**src/rtl/packet_port_arbiter_pkg.sv**
```systemverilog
// ----------------------------------------------------------------------------
// packet_port_arbiter_pkg
//   Shared cache-request packet layout for packet_concat and
//   packet_port_arbiter.
//   Contents:
//     - field widths
//     - LSB-first field offsets
//     - total packet width
//     - a packed struct view of one packet
//   Field order from LSB upwards:
//     addr | data | type | mask | port | valid | is_write | cacheable
// ----------------------------------------------------------------------------
package packet_port_arbiter_pkg;

    localparam int PKT_ADDR_W = 32;
    localparam int PKT_DATA_W = 32;
    localparam int PKT_TYPE_W = 2;
    localparam int PKT_MASK_W = 4;
    localparam int PKT_PORT_W = 4;

    localparam int PKT_ADDR_POS      = 0;
    localparam int PKT_DATA_POS      = PKT_ADDR_POS + PKT_ADDR_W;
    localparam int PKT_TYPE_POS      = PKT_DATA_POS + PKT_DATA_W;
    localparam int PKT_MASK_POS      = PKT_TYPE_POS + PKT_TYPE_W;
    localparam int PKT_PORT_POS      = PKT_MASK_POS + PKT_MASK_W;
    localparam int PKT_VALID_POS     = PKT_PORT_POS + PKT_PORT_W;
    localparam int PKT_IS_WRITE_POS  = PKT_VALID_POS + 1;
    localparam int PKT_CACHEABLE_POS = PKT_IS_WRITE_POS + 1;
    localparam int PKT_WIDTH         = PKT_CACHEABLE_POS + 1;

    // Packed view of one packet; members are listed MSB first.
    typedef struct packed {
        logic                  cacheable;
        logic                  is_write;
        logic                  valid;
        logic [PKT_PORT_W-1:0] port;
        logic [PKT_MASK_W-1:0] mask;
        logic [PKT_TYPE_W-1:0] ptype;
        logic [PKT_DATA_W-1:0] data;
        logic [PKT_ADDR_W-1:0] addr;
    } packet_t;

endpackage

```
**src/rtl/packet_port_arbiter_if.sv**
```systemverilog
// ----------------------------------------------------------------------------
// packet_port_arbiter_if
//   Handshake bundle between the per-port requesters and the arbiter.
//   Ports of the bundle:
//     packet_in  : all NUM_PORT request packets
//                  (port i = packet_in[i*PACKET_LEN +: PACKET_LEN])
//     ack_out    : per-port one-cycle capture pulse
//     packet_out : registered winner packet
//     ack_in     : downstream accepted packet_out this cycle
//   Modports:
//     slave  : arbiter side
//     master : requester/cache side
// ----------------------------------------------------------------------------
interface packet_port_arbiter_if
    import packet_port_arbiter_pkg::*;
#(
    parameter int NUM_PORT   = 4,
    parameter int PACKET_LEN = PKT_WIDTH
);
    logic [NUM_PORT*PACKET_LEN-1:0] packet_in;
    logic [NUM_PORT-1:0]            ack_out;
    logic [PACKET_LEN-1:0]          packet_out;
    logic                           ack_in;

    modport slave  (input  packet_in, ack_in, output ack_out, packet_out);
    modport master (output packet_in, ack_in, input  ack_out, packet_out);
endinterface

```
**src/rtl/packet_port_arbiter_rr_priority_picker.sv**
```systemverilog
// ----------------------------------------------------------------------------
// rr_priority_picker
//   Combinational round-robin picker.
//   Returns the first set request at or after ptr_i, wrapping modulo NUM_PORT.
//   Ports:
//     req_i   : request vector
//     ptr_i   : search start index
//     grant_o : one-hot grant
//     idx_o   : grant index
//     any_o   : some request present
// ----------------------------------------------------------------------------
module rr_priority_picker #(
    parameter int NUM_PORT = 4,
    localparam int IDX_W   = (NUM_PORT > 1) ? $clog2(NUM_PORT) : 1
) (
    input  logic [NUM_PORT-1:0] req_i,
    input  logic [IDX_W-1:0]    ptr_i,
    output logic [NUM_PORT-1:0] grant_o,
    output logic [IDX_W-1:0]    idx_o,
    output logic                any_o
);
    localparam int DW = 2 * NUM_PORT;

    logic [DW-1:0] dbl_req_s;
    logic [DW-1:0] dbl_grant_s;

    // Pick the lowest set bit at or above ptr_i in a doubled request vector.
    // The doubling makes the wrap-around automatic; both halves then fold
    // back into a one-hot NUM_PORT grant.
    always_comb begin
        dbl_req_s   = {req_i, req_i};
        dbl_grant_s = dbl_req_s & ~(dbl_req_s - (DW'(1) << ptr_i));
        grant_o     = dbl_grant_s[NUM_PORT-1:0] | dbl_grant_s[DW-1:NUM_PORT];
        any_o       = |req_i;
    end

    // One-hot to index encoder.
    always_comb begin
        idx_o = '0;
        for (int i = 0; i < NUM_PORT; i++) begin
            idx_o = idx_o | (grant_o[i] ? IDX_W'(i) : IDX_W'(0));
        end
    end
endmodule

```
**src/rtl/packet_port_arbiter.sv**
```systemverilog
// ----------------------------------------------------------------------------
// packet_port_arbiter
//   Round-robin arbiter between NUM_PORT packet_concat requesters and the
//   unified cache input queue.
//   Per free cycle it does the following:
//     - grants one eligible port
//     - stamps the winner index into the packet port field
//     - holds the winner in a one-entry output register until ack_in
//   Ports:
//     clk_in   : clock
//     reset_in : synchronous active-low reset
//     bus      : slave side of the handshake bundle
//                (packet_in, ack_out, packet_out, ack_in)
// ----------------------------------------------------------------------------
module packet_port_arbiter
    import packet_port_arbiter_pkg::*;
#(
    parameter int NUM_PORT   = 4,
    parameter int PORT_LEN   = PKT_PORT_W,
    parameter int ADDR_LEN   = PKT_ADDR_W,
    parameter int DATA_LEN   = PKT_DATA_W,
    parameter int TYPE_LEN   = PKT_TYPE_W,
    parameter int MASK_LEN   = PKT_MASK_W,
    parameter int PACKET_LEN = PKT_WIDTH
) (
    input  logic                  clk_in,
    input  logic                  reset_in,
    packet_port_arbiter_if.slave  bus
);
    localparam int IDX_W     = (NUM_PORT > 1) ? $clog2(NUM_PORT) : 1;
    localparam int PORT_POS  = ADDR_LEN + DATA_LEN + TYPE_LEN + MASK_LEN;
    localparam int VALID_POS = PORT_POS + PORT_LEN;

    logic [PACKET_LEN-1:0] packet_out_q, packet_out_d;
    logic [NUM_PORT-1:0]   ack_out_q, ack_out_d;
    logic [IDX_W-1:0]      rr_ptr_q, rr_ptr_d;

    logic [NUM_PORT-1:0]   req_s;
    logic [NUM_PORT-1:0]   elig_s;
    logic [NUM_PORT-1:0]   grant_s;
    logic [IDX_W-1:0]      win_idx_s;
    logic                  any_elig_s;
    logic [PACKET_LEN-1:0] win_pkt_s;
    logic                  out_valid_s;
    logic                  free_s;

    // Request extraction.
    // A port that was acked last cycle may still show its stale packet,
    // so it is masked out for one cycle.
    always_comb begin
        req_s = '0;
        for (int i = 0; i < NUM_PORT; i++) begin
            req_s[i] = bus.packet_in[i*PACKET_LEN + VALID_POS];
        end
        elig_s = req_s & ~ack_out_q;
    end

    rr_priority_picker #(.NUM_PORT(NUM_PORT)) u_picker (
        .req_i   (elig_s),
        .ptr_i   (rr_ptr_q),
        .grant_o (grant_s),
        .idx_o   (win_idx_s),
        .any_o   (any_elig_s)
    );

    // Winner packet mux, selected by the one-hot grant.
    always_comb begin
        win_pkt_s = '0;
        for (int i = 0; i < NUM_PORT; i++) begin
            win_pkt_s = win_pkt_s |
                (grant_s[i] ? bus.packet_in[i*PACKET_LEN +: PACKET_LEN] : {PACKET_LEN{1'b0}});
        end
    end

    // Next-state logic for the output register, ack pulses and rr pointer.
    // The register may drain and refill on the same edge.
    always_comb begin
        out_valid_s  = packet_out_q[VALID_POS];
        free_s       = ~out_valid_s | bus.ack_in;
        packet_out_d = packet_out_q;
        ack_out_d    = '0;
        rr_ptr_d     = rr_ptr_q;
        if (free_s) begin
            if (any_elig_s) begin
                packet_out_d = win_pkt_s;
                packet_out_d[PORT_POS +: PORT_LEN] = PORT_LEN'(win_idx_s);
                ack_out_d = grant_s;
                rr_ptr_d  = (win_idx_s == IDX_W'(NUM_PORT - 1)) ? IDX_W'(0)
                                                                : win_idx_s + IDX_W'(1);
            end else if (out_valid_s) begin
                packet_out_d = '0;
            end else begin
                packet_out_d = packet_out_q;
            end
        end else begin
            packet_out_d = packet_out_q;
        end
    end

    // State registers with synchronous active-low reset; an in-flight packet is dropped.
    always_ff @(posedge clk_in) begin
        if (!reset_in) begin
            packet_out_q <= '0;
            ack_out_q    <= '0;
            rr_ptr_q     <= '0;
        end else begin
            packet_out_q <= packet_out_d;
            ack_out_q    <= ack_out_d;
            rr_ptr_q     <= rr_ptr_d;
        end
    end

    assign bus.packet_out = packet_out_q;
    assign bus.ack_out    = ack_out_q;
endmodule

```
**src/flat_wrapper.sv**
```systemverilog
// flat-port wrapper written by rule: the top's interface ports become plain ports
module packet_port_arbiter_flat import packet_port_arbiter_pkg::*;
#(
    parameter int NUM_PORT   = 4,
    parameter int PORT_LEN   = PKT_PORT_W,
    parameter int ADDR_LEN   = PKT_ADDR_W,
    parameter int DATA_LEN   = PKT_DATA_W,
    parameter int TYPE_LEN   = PKT_TYPE_W,
    parameter int MASK_LEN   = PKT_MASK_W,
    parameter int PACKET_LEN = PKT_WIDTH
)
  (clk_in, reset_in, bus_packet_in, bus_ack_in, bus_ack_out, bus_packet_out);
  packet_port_arbiter_if #(.NUM_PORT(NUM_PORT), .PACKET_LEN(PACKET_LEN)) bus_i ();
  input  logic clk_in;
  input  logic reset_in;
  input wire logic [$bits(bus_i.packet_in)-1:0] bus_packet_in;
  input wire logic [$bits(bus_i.ack_in)-1:0] bus_ack_in;
  output wire logic [$bits(bus_i.ack_out)-1:0] bus_ack_out;
  output wire logic [$bits(bus_i.packet_out)-1:0] bus_packet_out;
  assign bus_i.packet_in = bus_packet_in;
  assign bus_i.ack_in = bus_ack_in;
  assign bus_ack_out = bus_i.ack_out;
  assign bus_packet_out = bus_i.packet_out;
  packet_port_arbiter #(.NUM_PORT(NUM_PORT), .PORT_LEN(PORT_LEN), .ADDR_LEN(ADDR_LEN), .DATA_LEN(DATA_LEN), .TYPE_LEN(TYPE_LEN), .MASK_LEN(MASK_LEN), .PACKET_LEN(PACKET_LEN)) u_core (.clk_in(clk_in), .reset_in(reset_in), .bus(bus_i));
endmodule
```
**config.mk**
```make
export PLATFORM = sky130hd
export DESIGN_NAME = packet_port_arbiter_flat
export DESIGN_NICKNAME = d
export VERILOG_FILES = /design/src/rtl/packet_port_arbiter_pkg.sv /design/src/rtl/packet_port_arbiter_if.sv /design/src/rtl/packet_port_arbiter_rr_priority_picker.sv /design/src/rtl/packet_port_arbiter.sv /design/src/flat_wrapper.sv
export SDC_FILE = /design/constraint.sdc
export NUM_CORES = 1
export LEC_CHECK = 0
export BUFFER_PORTS_ARGS = -buffer_cell sky130_fd_sc_hd__buf_4
export CORE_AREA = 5 5 149 151
export DETAILED_ROUTE_END_ITERATION = 8
export DIE_AREA = 0 0 154 156
export GPL_TIMING_DRIVEN = 0
export PLACE_DENSITY = 0.59
export SLEW_MARGIN = 10
export SYNTH_ARGS = -nofsm -noshare
export SYNTH_HDL_FRONTEND = slang
export SYNTH_SLANG_ARGS = --single-unit
```
**constraint.sdc**
```tcl
create_clock -name clk_in -period 7.6 [get_ports clk_in]
set_input_delay 0.76 -clock clk_in [delete_from_list [all_inputs] [get_ports clk_in]]
set_output_delay 0.76 -clock clk_in [all_outputs]
set_load 0.01 [all_outputs]
```
==> flow_summary.json <==
{
  "worst_r2r_startpoint": "u_core.bus.ack_out[0]",
  "tritoncts": "built",
  "clock-skew-final_ns": 0.00852,
  "hold_path.class": "register to register",
  "post_route_setup_tns_ns": 0,
  "dpl.cell_count": 1135,
  "die-width_um": 154,
  "num_io_pins": 392,
  "power.sequential.fraction_pct": 27.5,
  "netlist_instances": 486,
  "numPortBuffers": 373,
  "grt_pass1_vias": 6014,
  "avgRoutedWirePerCell_um": 20.3,
  "final_max_slew_viol_count": 0,
  "final.min_clock_period_ns": 4.32,
  "h-tree-depth": 3,
  "timing.slew.headroom_pct": 43.8,
  "drive_gt1_share_pct": 49.8,
  "std_cell_rows": 53,
  "crit_type": "input port to register",
  "combinational_power_share_pct": 56.2,
  "timing.critical_path.fanout_max": 10,
  "unrepaired_setup_endpoints_after_global_routing": "no",
  "die_height_um": 156,
  "track_usage_pct": 17.9,
  "cts_hold_buf": 0,
  "power.density_mw_per_mm2": 325,
  "final.period_utilization_pct": 56.8,
  "start_kind": "input port",
  "grt_max_degree": 14,
  "end_kind": "register",
  "cts-resized-gates": 0,
  "worst_setup_path_startpoint": "bus_packet_in[74]",
  "floorplan.die_area_mm2": 0.0240,
  "clockBufferDepth": 2,
  "start_util_pct": 21.1,
  "globalRoute.totalOverflow": 0,
  "cts_made_buffers": 9,
  "antenna-diode-count": 0,
  "power.clock.fraction_pct": 16.3,
  "maxClockFrequency_mhz": 231,
  "clk_pin_slew_worst_paths_ns": 0.06,
  "finish.net_count": 1186,
  "max_cap_viol_count": 0,
  "post_cts_buffers": 0,
  "hpwlAfterDp_mm": 18.4,
  "numClockSinks": 81,
  "timing.final.setup_violations": 0,
  "data_arrival_time_of_the_worst_path_ns": 4.55,
  "ys_ff_latch": 81,
  "grt_first_pass_wirelength_mm": 34.2,
  "core_mm2": 0.0207,
  "power.internal_w": 0.00148,
  "clock_latency_ns": 0.34,
  "antenna_found_initial": 0,
  "ant_nets": 0,
  "detailedRoute.firstPassIterationCount": 5,
  "run_status": "completed",
  "p_leak_nw": 3.53,
  "route.detailed.vias_per_inst": 5.05,
  "max_slew.worst_pin.slew_ns": 0.843,
  "syn_avg_cell_area_um2": 8.98,
  "sw_frac_of_total_pct": 41.6,
  "yosysWarnings": 0,
  "holdCritStartpoint": "u_core.bus.packet_out[71]",
  "clockRootBuffer": "sky130_fd_sc_hd__clkbuf_16",
  "peakVddDrop_v": 0.000128,
  "drt-total-wl_mm": 23.3,
  "timing.final.hold_violations": 0,
  "power.net_switching_w": 0.00105,
  "final_cell_count_no_fill": 1150,
  "syn_to_final_growth_pct": 78.3,
  "netlist-cell-type-count": 42,
  "first_iter_violations": 368,
  "synthesis.area_mm2": 0.00437,
  "critical_path_required_ns": 7.83,
  "synth_seq_area_share_pct": 37.1,
  "via_count": 5809,
  "gp_congestion": 0.863,
  "drc": 0
}
-- critical path, cell delays in order --
cell                       delay, ns
sky130_fd_sc_hd__buf_4          0.09
sky130_fd_sc_hd__nor2b_4        0.13
sky130_fd_sc_hd__buf_6          0.14
sky130_fd_sc_hd__clkbuf_1       0.64
sky130_fd_sc_hd__buf_1          0.48
sky130_fd_sc_hd__nor3_1         0.16
sky130_fd_sc_hd__fa_1           0.46
sky130_fd_sc_hd__nor2b_1        0.17
sky130_fd_sc_hd__o21a_1         0.14
sky130_fd_sc_hd__o22ai_2        0.24
sky130_fd_sc_hd__clkbuf_1       0.36
sky130_fd_sc_hd__a32oi_1        0.37
sky130_fd_sc_hd__a21oi_1        0.11
sky130_fd_sc_hd__a221o_1        0.27
-- stage by stage --
step	total power, W	util (%)	cell area, µm²	hold slack, ns	worst slack (ns)
floorplan	0.00146	-	4370	0.486	4.26
global placement	0.00212	36.3	7510	0.440	2.82
detailed placement	0.00212	36.3	7510	0.452	2.88
CTS	0.00254	37.6	7790	0.468	3.22
global route	0.00269	37.6	7790	0.498	3.09
finish	0.00253	37.6	7790	0.468	3.28
-- synth_stat cells --
library cell / count / share of area [%]
sky130_fd_sc_hd__clkbuf_1: 17 / 1.5
sky130_fd_sc_hd__xor2_1: 1 / 0.20
sky130_fd_sc_hd__buf_4: 5 / 0.86
sky130_fd_sc_hd__a31oi_1: 2 / 0.29
sky130_fd_sc_hd__and3_1: 2 / 0.29
sky130_fd_sc_hd__o21a_1: 1 / 0.17
sky130_fd_sc_hd__buf_1: 3 / 0.26
sky130_fd_sc_hd__nand3_2: 1 / 0.23
sky130_fd_sc_hd__buf_6: 6 / 1.5
sky130_fd_sc_hd__nor4_1: 1 / 0.14
sky130_fd_sc_hd__nor2_1: 2 / 0.17
sky130_fd_sc_hd__conb_1: 1 / 0.086
sky130_fd_sc_hd__o22ai_1: 2 / 0.29
sky130_fd_sc_hd__nor2_4: 1 / 0.26
sky130_fd_sc_hd__nor4_4: 1 / 0.49
sky130_fd_sc_hd__o211ai_1: 1 / 0.17
sky130_fd_sc_hd__nor2b_1: 4 / 0.57
sky130_fd_sc_hd__o22ai_2: 1 / 0.29
sky130_fd_sc_hd__and2b_1: 1 / 0.17
sky130_fd_sc_hd__o21bai_1: 1 / 0.17
sky130_fd_sc_hd__o311ai_2: 1 / 0.37
sky130_fd_sc_hd__nand2_2: 1 / 0.14
sky130_fd_sc_hd__dfxtp_1: 81 / 37
sky130_fd_sc_hd__o21ai_0: 1 / 0.11
sky130_fd_sc_hd__nor2b_4: 2 / 0.63
sky130_fd_sc_hd__buf_2: 28 / 3.2
sky130_fd_sc_hd__nor2_2: 1 / 0.14
sky130_fd_sc_hd__nand2b_1: 6 / 0.86
sky130_fd_sc_hd__ha_1: 3 / 0.86
sky130_fd_sc_hd__nand2_1: 78 / 6.7
sky130_fd_sc_hd__a32o_1: 1 / 0.23
sky130_fd_sc_hd__a21oi_1: 75 / 8.6
sky130_fd_sc_hd__a211o_1: 1 / 0.20
sky130_fd_sc_hd__o31a_1: 1 / 0.20
sky130_fd_sc_hd__nand4b_1: 1 / 0.20
sky130_fd_sc_hd__nor3b_2: 1 / 0.29
sky130_fd_sc_hd__nor3_1: 1 / 0.11
sky130_fd_sc_hd__a32oi_1: 72 / 14
sky130_fd_sc_hd__a2111oi_1: 1 / 0.23
sky130_fd_sc_hd__a221o_1: 72 / 17
sky130_fd_sc_hd__inv_1: 3 / 0.26
sky130_fd_sc_hd__fa_1: 1 / 0.46
-- state kept, by name (all words and copies together), names as in the netlist --
| signal | count |
|---|---|
| u_core.bus.packet_out | 75 |
| u_core.bus.ack_out | 4 |
| u_core.rr_ptr_q | 2 |
-- metal layers --
layer  track usage [%]  part of all wire (%)
met1              21.9                    40
met2              30.4                    49
met3              4.52                   7.6
met4              6.98                   2.8
met5                 0                     0
-- path summary, 6_finish.rpt --
path              slack, ns  depth (start not counted)                         to
hold reg to reg        0.47                          2  u_core.bus.packet_out[71]
setup / recovery       3.28                         14   u_core.bus.packet_out[5]
hold / removal         0.47                          2  u_core.bus.packet_out[71]
setup reg to reg       3.47                         13   u_core.bus.packet_out[5]
-- cell type report --
cell class | count | area [µm²]
Fill cell | 2197 | 12900
Timing Repair Buffer | 373 | 2800
Multi-Input combinational cell | 344 | 2420
Sequential cell | 81 | 1620
Tap cell | 275 | 344
Buffer | 59 | 320
Clock buffer | 11 | 243
Clock inverter | 4 | 30.0
Inverter | 3 | 11.3
-- power groups by stage --
stage | logic (W) | clock network, W | registers [W]
after floorplan | 0.000697 | 0 | 0.000766
after global placement | 0.00142 | 0 | 0.000694
after detailed placement | 0.00143 | 0 | 0.000695
after CTS | 0.00143 | 0.000425 | 0.000691
after global routing | 0.00153 | 0.000442 | 0.000714
final | 0.00142 | 0.000412 | 0.000694
-- cell families after synthesis --
| kind of cell | synth area share (%) |
|---|---|
| compound gates | 42.3 |
| flops | 37.1 |
| simple gates | 11.4 |
| other cells | 0.0859 |
| fa+ha+maj | 1.32 |
| xor+xnor | 0.201 |
| buf+inv | 7.59 |
-- placed cells by master (no fill, tap or decap), types with 2 or more instances in the layout --
| cell | netlist | routed |
|---|---|---|
| sky130_fd_sc_hd__buf_4 | 5 | 378 |
| sky130_fd_sc_hd__buf_6 | 6 | 6 |
| sky130_fd_sc_hd__clkbuf_1 | 17 | 18 |
| sky130_fd_sc_hd__clkbuf_16 | 0 | 9 |
| sky130_fd_sc_hd__clkinvlp_4 | 0 | 4 |
| sky130_fd_sc_hd__a32oi_1 | 72 | 72 |
| sky130_fd_sc_hd__and3_1 | 2 | 2 |
| sky130_fd_sc_hd__a221o_1 | 72 | 72 |
| sky130_fd_sc_hd__nor2b_4 | 2 | 2 |
| sky130_fd_sc_hd__buf_1 | 3 | 3 |
| sky130_fd_sc_hd__a31oi_1 | 2 | 2 |
| sky130_fd_sc_hd__nand2_1 | 78 | 78 |
| sky130_fd_sc_hd__a21oi_1 | 75 | 75 |
| sky130_fd_sc_hd__nor2_1 | 2 | 2 |
| sky130_fd_sc_hd__nand2b_1 | 6 | 6 |
| sky130_fd_sc_hd__inv_1 | 3 | 3 |
| sky130_fd_sc_hd__conb_1 | 1 | 2 |
| sky130_fd_sc_hd__dfxtp_1 | 81 | 81 |
| sky130_fd_sc_hd__buf_2 | 28 | 28 |
| sky130_fd_sc_hd__nor2b_1 | 4 | 4 |
| sky130_fd_sc_hd__o22ai_1 | 2 | 2 |
| sky130_fd_sc_hd__ha_1 | 3 | 3 |
Note: power is estimated with default switching activity, not from simulation.
